[src/rtl/md_defs.sv]
// Shared definitions for the HI/LO multiply/divide sequencer: operation
// encodings as driven by the decoder's ALU2Op, FSM state encoding and the
// iteration count.
package md_defs;

    localparam int MD_WIDTH = 32;
    localparam int MD_ITER  = MD_WIDTH;

    typedef enum logic [1:0] {
        MD_MULTU = 2'b00,
        MD_MULT  = 2'b01,
        MD_DIVU  = 2'b10,
        MD_DIV   = 2'b11
    } md_op_e;

    typedef enum logic [2:0] {
        ST_IDLE  = 3'd0,
        ST_PREP  = 3'd1,
        ST_CALC  = 3'd2,
        ST_FIXUP = 3'd3,
        ST_DONE  = 3'd4
    } md_state_e;

    // Divide ops have ALU2Op[1] set, signed ops have ALU2Op[0] set.
    function automatic logic md_is_div(input md_op_e op);
        return op[1];
    endfunction

    function automatic logic md_is_signed(input md_op_e op);
        return op[0];
    endfunction

endpackage

[src/rtl/md_core.sv]
// Iterative datapath shared by multiply and divide: a 2*WIDTH accumulator,
// one WIDTH+1-bit adder/subtractor and the per-iteration shift.
//   multiply: acc = {product_hi, multiplier/product_lo}, opnd = multiplicand
//   divide:   acc = {remainder, dividend/quotient},      opnd = divisor
module md_core
    import md_defs::*;
#(
    parameter int WIDTH = MD_WIDTH
) (
    input  logic             clk,
    input  logic             rst,
    input  logic             clear,
    input  logic             iterate,
    input  logic             is_div,
    input  logic [WIDTH-1:0] init_lo,
    input  logic [WIDTH-1:0] opnd,
    output logic [WIDTH-1:0] acc_hi,
    output logic [WIDTH-1:0] acc_lo
);

    logic [2*WIDTH-1:0] acc_q, acc_d;
    logic [WIDTH-1:0]   opnd_q, opnd_d;
    logic [WIDTH:0]     rem_s;
    logic [WIDTH:0]     add_x, add_y, sum;

    // Shared adder: adds the multiplicand into the upper half, or
    // trial-subtracts the divisor from the left-shifted remainder.
    // Because rem < divisor before each step, the subtraction result fits
    // in WIDTH+1 signed bits and its top bit is the borrow.
    always_comb begin
        rem_s = {acc_q[2*WIDTH-1:WIDTH], acc_q[WIDTH-1]};
        add_x = is_div ? rem_s : {1'b0, acc_q[2*WIDTH-1:WIDTH]};
        add_y = is_div ? ~{1'b0, opnd_q} : {1'b0, opnd_q};
        sum   = add_x + add_y + {{WIDTH{1'b0}}, is_div};
    end

    // Next accumulator value: load on clear, one shift-add or
    // shift-subtract step on iterate, otherwise hold.
    always_comb begin
        acc_d  = acc_q;
        opnd_d = opnd_q;
        if (clear) begin
            acc_d  = {{WIDTH{1'b0}}, init_lo};
            opnd_d = opnd;
        end else if (iterate) begin
            if (is_div) begin
                if (sum[WIDTH]) begin
                    acc_d = {rem_s[WIDTH-1:0], acc_q[WIDTH-2:0], 1'b0};
                end else begin
                    acc_d = {sum[WIDTH-1:0], acc_q[WIDTH-2:0], 1'b1};
                end
            end else begin
                if (acc_q[0]) begin
                    acc_d = {sum, acc_q[WIDTH-1:1]};
                end else begin
                    acc_d = {1'b0, acc_q[2*WIDTH-1:1]};
                end
            end
        end
    end

    // Accumulator and operand registers.
    always_ff @(posedge clk) begin
        if (!rst) begin
            acc_q  <= '0;
            opnd_q <= '0;
        end else begin
            acc_q  <= acc_d;
            opnd_q <= opnd_d;
        end
    end

    assign acc_hi = acc_q[2*WIDTH-1:WIDTH];
    assign acc_lo = acc_q[WIDTH-1:0];

endmodule

[src/rtl/md_seq.sv]
// Multi-cycle sequencer for MULT/MULTU/DIV/DIVU feeding the HI/LO register
// file. Owns the FSM, iteration counter, sign handling and result
// registers; the iterative arithmetic lives in md_core.
module md_seq
    import md_defs::*;
#(
    parameter int WIDTH = MD_WIDTH
) (
    input  logic             clk,
    input  logic             rst,
    input  logic             start,
    input  logic [1:0]       ALU2Op,
    input  logic [WIDTH-1:0] A,
    input  logic [WIDTH-1:0] B,
    input  logic             flush,
    output logic             stall_req,
    output logic             busy,
    output logic             done,
    output logic             HLWr,
    output logic [WIDTH-1:0] HI,
    output logic [WIDTH-1:0] LO
);

    localparam int ITER  = WIDTH;
    localparam int CNT_W = $clog2(ITER + 1);

    md_state_e          state_q, state_d;
    md_op_e             op_q, op_d;
    logic [WIDTH-1:0]   a_q, a_d, b_q, b_d;
    logic               sa_q, sa_d, sb_q, sb_d;
    logic [CNT_W-1:0]   cnt_q, cnt_d;
    logic [WIDTH-1:0]   hi_q, hi_d, lo_q, lo_d;

    logic               core_clear, core_iter;
    logic [WIDTH-1:0]   mag_a, mag_b, core_init, core_opnd;
    logic [WIDTH-1:0]   acc_hi, acc_lo;
    logic [WIDTH-1:0]   res_hi, res_lo;
    logic [2*WIDTH-1:0] prod;
    logic [WIDTH-1:0]   quot, rem;

    function automatic logic [WIDTH-1:0] abs_val(input logic signed [WIDTH-1:0] v);
        return v[WIDTH-1] ? WIDTH'(-v) : WIDTH'(v);
    endfunction

    // Operand magnitudes; unsigned ops pass the raw operands through.
    // Multiply loads the multiplier into the low half, divide the dividend.
    always_comb begin
        mag_a     = md_is_signed(op_q) ? abs_val(a_q) : a_q;
        mag_b     = md_is_signed(op_q) ? abs_val(b_q) : b_q;
        core_init = md_is_div(op_q) ? mag_a : mag_b;
        core_opnd = md_is_div(op_q) ? mag_b : mag_a;
    end

    md_core #(.WIDTH(WIDTH)) u_core (
        .clk     (clk),
        .rst     (rst),
        .clear   (core_clear),
        .iterate (core_iter),
        .is_div  (md_is_div(op_q)),
        .init_lo (core_init),
        .opnd    (core_opnd),
        .acc_hi  (acc_hi),
        .acc_lo  (acc_lo)
    );

    // Sign correction of the unsigned core result, plus the divide-by-zero
    // override (LO all-ones, HI = dividend) which ignores signs.
    always_comb begin
        prod   = {acc_hi, acc_lo};
        quot   = acc_lo;
        rem    = acc_hi;
        res_hi = acc_hi;
        res_lo = acc_lo;
        if (md_is_div(op_q)) begin
            if (md_is_signed(op_q) && (sa_q ^ sb_q)) quot = -acc_lo;
            if (md_is_signed(op_q) && sa_q)          rem  = -acc_hi;
            res_hi = rem;
            res_lo = quot;
            if (b_q == '0) begin
                res_hi = a_q;
                res_lo = '1;
            end
        end else begin
            if (md_is_signed(op_q) && (sa_q ^ sb_q)) prod = -{acc_hi, acc_lo};
            res_hi = prod[2*WIDTH-1:WIDTH];
            res_lo = prod[WIDTH-1:0];
        end
    end

    // Next-state logic; flush always returns to IDLE without touching HI/LO.
    always_comb begin
        state_d    = state_q;
        op_d       = op_q;
        a_d        = a_q;
        b_d        = b_q;
        sa_d       = sa_q;
        sb_d       = sb_q;
        cnt_d      = cnt_q;
        hi_d       = hi_q;
        lo_d       = lo_q;
        core_clear = 1'b0;
        core_iter  = 1'b0;
        case (state_q)
            ST_IDLE: begin
                if (start && !flush) begin
                    op_d    = md_op_e'(ALU2Op);
                    a_d     = A;
                    b_d     = B;
                    state_d = ST_PREP;
                end
            end
            ST_PREP: begin
                core_clear = 1'b1;
                sa_d       = md_is_signed(op_q) & a_q[WIDTH-1];
                sb_d       = md_is_signed(op_q) & b_q[WIDTH-1];
                cnt_d      = '0;
                state_d    = ST_CALC;
            end
            ST_CALC: begin
                core_iter = 1'b1;
                cnt_d     = cnt_q + CNT_W'(1);
                if (cnt_q == CNT_W'(ITER - 1)) state_d = ST_FIXUP;
            end
            ST_FIXUP: begin
                hi_d    = res_hi;
                lo_d    = res_lo;
                state_d = ST_DONE;
            end
            ST_DONE: begin
                state_d = ST_IDLE;
            end
            default: begin
                state_d = ST_IDLE;
            end
        endcase
        if (flush) begin
            state_d = ST_IDLE;
            hi_d    = hi_q;
            lo_d    = lo_q;
        end
    end

    // State, operand, counter and result registers.
    always_ff @(posedge clk) begin
        if (!rst) begin
            state_q <= ST_IDLE;
            op_q    <= MD_MULTU;
            a_q     <= '0;
            b_q     <= '0;
            sa_q    <= 1'b0;
            sb_q    <= 1'b0;
            cnt_q   <= '0;
            hi_q    <= '0;
            lo_q    <= '0;
        end else begin
            state_q <= state_d;
            op_q    <= op_d;
            a_q     <= a_d;
            b_q     <= b_d;
            sa_q    <= sa_d;
            sb_q    <= sb_d;
            cnt_q   <= cnt_d;
            hi_q    <= hi_d;
            lo_q    <= lo_d;
        end
    end

    // Stall is released in DONE so the issuing instruction retires with HLWr.
    always_comb begin
        busy      = (state_q != ST_IDLE);
        done      = (state_q == ST_DONE);
        HLWr      = done;
        stall_req = ((state_q == ST_IDLE) && start && !flush) ||
                    (state_q == ST_PREP) || (state_q == ST_CALC) ||
                    (state_q == ST_FIXUP);
        HI        = hi_q;
        LO        = lo_q;
    end

endmodule

[config.mk]
export PLATFORM = sky130hd
export DESIGN_NAME = md_seq
export DESIGN_NICKNAME = d
export VERILOG_FILES = /design/src/rtl/md_defs.sv /design/src/rtl/md_core.sv /design/src/rtl/md_seq.sv
export SDC_FILE = /design/constraint.sdc
export NUM_CORES = 1
export LEC_CHECK = 0
export CORE_AREA = 2 2 200 202
export CTS_BUF_LIST = sky130_fd_sc_hd__clkbuf_16
export DETAILED_ROUTE_END_ITERATION = 16
export DIE_AREA = 0 0 202 204
export RECOVER_POWER = 100
export SYNTH_ARGS = -nofsm -noshare
export SYNTH_HDL_FRONTEND = slang
export SYNTH_HIERARCHICAL = 1
export SYNTH_SLANG_ARGS = --single-unit
[constraint.sdc]
create_clock -name clk -period 13.16 [get_ports clk]
set_input_delay 1.974 -clock clk [delete_from_list [all_inputs] [get_ports clk]]
set_output_delay 1.974 -clock clk [all_outputs]
set_load 0.1 [all_outputs]
==> flow_summary.toml <==
[setup_path]
critPathKind = "input port to flop"
required_ps = 13610
setup.worst_path.start_class = "input port"
critPathArrivalTime_ps = 9090
cp_max_fo = 74
end_kind = "flop"

[routing]
wl_um = 64200
vias = 17300
wire_per_inst_um = 23.0
drc = 0
first_pass_iters = 5
ant_nets = 0
drtIter0Drc = 1771
viasPerCell = 6.19

[clock_tree]
cts_tree = "yes"
postCtsSetupRepairBufs = 0
cts_root_buf = "clkbuf_16"
insertion_delay_ps = 570
hold_buffers = 0
path_clk_slew_ps = 60
cts_resized = 0
ctsLongestPathBuffers = 3
clock-sinks = 237
cts_inserted_buffers = 29
h-tree-depth = 1

[global_routing]
antenna_found_initial = 2
grt_overflow = 0
grt_pass1_vias = 15900
grt_pass1_wl_um = 97300
track_usage = 0.301
grt_max_degree = 144

[placement]
io_buffers = 137
place.detailed.hpwl_um = 47100
place_inst = 2740
place_congestion = 0.935
placedInstanceArea_mm2 = 0.0189

[yosys]
syn_nets = 2322
ys.flop_type = "dfxtp_1"
yosys_warnings = 6
ys_seq_area_frac = 0.274
ys_seq_elements = 237
synth-edff-count = 0
synthCells = 2215
ys_async_sr_fraction = 0
yosysUniqueCellTypes = 101
syn_area_mm2 = 0.0173
synth.avg_cell_area_um2 = 7.82

[final_layout]
syn_to_final_growth_pct = 14.4
register_area_mm2 = 0.00474
drive_above_1_share = 0.0644
stdcell_count = 2792
multiInputGateArea_mm2 = 0.0118
num-nets-final = 2353
layout_common_cells = "dfxtp_1, nand2_1, a21oi_1"
nFillCells = 3859
layout_commonest_cell = "dfxtp_1"
final_area_mm2 = 0.0198
n_antenna_cell = 0

[power]
power_density_mw_per_mm2 = 97.1
power_leakage_nw = 7.61
vdd_ir_drop_max_uv = 94.1

[outcome]
status = "finished, violations left"
violations = "capacitance limit, slew limit"

[die]
rows = 73
dieHeight_um = 204
coreArea_mm2 = 0.0392
boundaryPins = 138
die_area_mm2 = 0.0412
initial_core_util = 0.442
die_w_um = 202

[timing]
relSlewSlack = -1.31
final-setup-viol-count = 0
fin_skew_ps = 20.8
fmax_mhz = 116
finalSetupTns_ps = 0
grt_setup_unrepaired = "no"
post-route-period-util = 0.656
hold_viol = 0
worst_pin_slew_ps = 3470
min_period_ps = 8640
slew_violations = 454

[run]
maxCapViolCount = 8

[hold_path]
hold_path_class = "flop to flop"
==> state kept, by name (all words and copies together) (netlist names) <==
name,cells
u_core/acc_q,64
HI,32
LO,32
a_q,32
b_q,32
u_core/opnd_q,32
cnt_q,6
state_q,3
op_q,2
sa_q,1
sb_q,1
==> cells by family (layout without fill, tap and decap cells) <==
logic type / count (synthesis) / after routing / share of synthesized area
simple gates: 725 / 725 / 0.212
compound gates: 645 / 645 / 0.238
flops: 237 / 237 / 0.274
buf+inv: 199 / 251 / 0.0451
xor+xnor: 192 / 192 / 0.0971
mux: 180 / 180 / 0.106
fa+ha+maj: 37 / 37 / 0.0272
==> Yosys cell counts, types with 13 or more instances <==
| cell type | number | area, um^2 |
|---|---|---|
| dfxtp_1 | 237 | 4740 |
| nand2_1 | 235 | 882 |
| a21oi_1 | 203 | 1020 |
| nor2_1 | 155 | 582 |
| mux2i_1 | 147 | 1470 |
| clkbuf_1 | 127 | 477 |
| o21ai_0 | 116 | 581 |
| xor2_1 | 102 | 893 |
| xnor2_1 | 90 | 788 |
| nor2b_1 | 75 | 469 |
| a31oi_1 | 53 | 332 |
| a211oi_1 | 49 | 368 |
| nand3_1 | 46 | 230 |
| nor3_1 | 44 | 220 |
| ha_1 | 36 | 450 |
| inv_1 | 36 | 135 |
| mux2_2 | 33 | 372 |
| nor4_1 | 29 | 181 |
| o31ai_1 | 22 | 165 |
| or3_1 | 22 | 138 |
| a21o_1 | 21 | 158 |
| buf_1 | 21 | 78.8 |
| o21ai_1 | 21 | 105 |
| or4_1 | 19 | 143 |
| and3_1 | 18 | 113 |
| o211ai_1 | 17 | 128 |
| o22ai_1 | 14 | 87.6 |
| a311oi_1 | 13 | 114 |
| nand4_1 | 13 | 81.3 |
| o21a_1 | 13 | 97.6 |
==> metrics by stage <==
stage	utilization	worst slack, ps	power [mW]	hold WS [ps]
after detailed placement	0.483	6740	1.12	467
after global routing	0.505	3940	1.98	511
final	0.505	4520	1.92	482
after floorplan	-	7870	0.999	440
after CTS	0.507	6740	1.92	477
after global placement	0.483	6760	1.11	464
==> final timing paths <==
check | end | start | depth (start not counted) | slack, ps
setup / recovery | state_q[0]$_SDFFE_PP0P_ | rst | 5 | 4520
hold / removal | cnt_q[5]$_SDFFE_PN0P_ | cnt_q[5]$_SDFFE_PN0P_ | 2 | 480
setup reg to reg | u_core/acc_q[61]$_SDFFE_PP0P_ | op_q[1]$_SDFFE_PN0P_ | 12 | 5420
hold reg to reg | cnt_q[5]$_SDFFE_PN0P_ | cnt_q[5]$_SDFFE_PN0P_ | 2 | 480
==> final cells by class <==
cell class / count / area share
multi-input cells: 1779 / 0.594
clock inverters: 23 / 0.0112
flip-flops and latches: 237 / 0.240
clock buffers: 29 / 0.0367
repair buffers: 161 / 0.0777
well taps: 525 / 0.0332
inverters: 38 / 0.00720
==> layer usage <==
metal,track usage,up-vias,share of wire
met3,0.0368,94,0.078
met2,0.472,733,0.44
li1,-,8146,-
met5,0,-,0.00042
met1,0.432,8308,0.45
met4,0.0843,4,0.031
==> report_power, final <==
group / internal [mW] / switching, mW / total, mW / leakage (nW)
sequential: 0.734 / 0.0378 / 0.772 / 1.92
clock: 0.477 / 0.333 / 0.811 / 0.469
combinational: 0.119 / 0.221 / 0.340 / 5.23
total: 1.33 / 0.592 / 1.92 / 7.61
==> critical path, stage by stage <==
cell and delay (ps):
clkbuf_1 1260, clkbuf_1 2250, inv_1 1410, clkbuf_1 1420, nor4b_1 630
No activity file was read; power rests on OpenSTA's default activity.
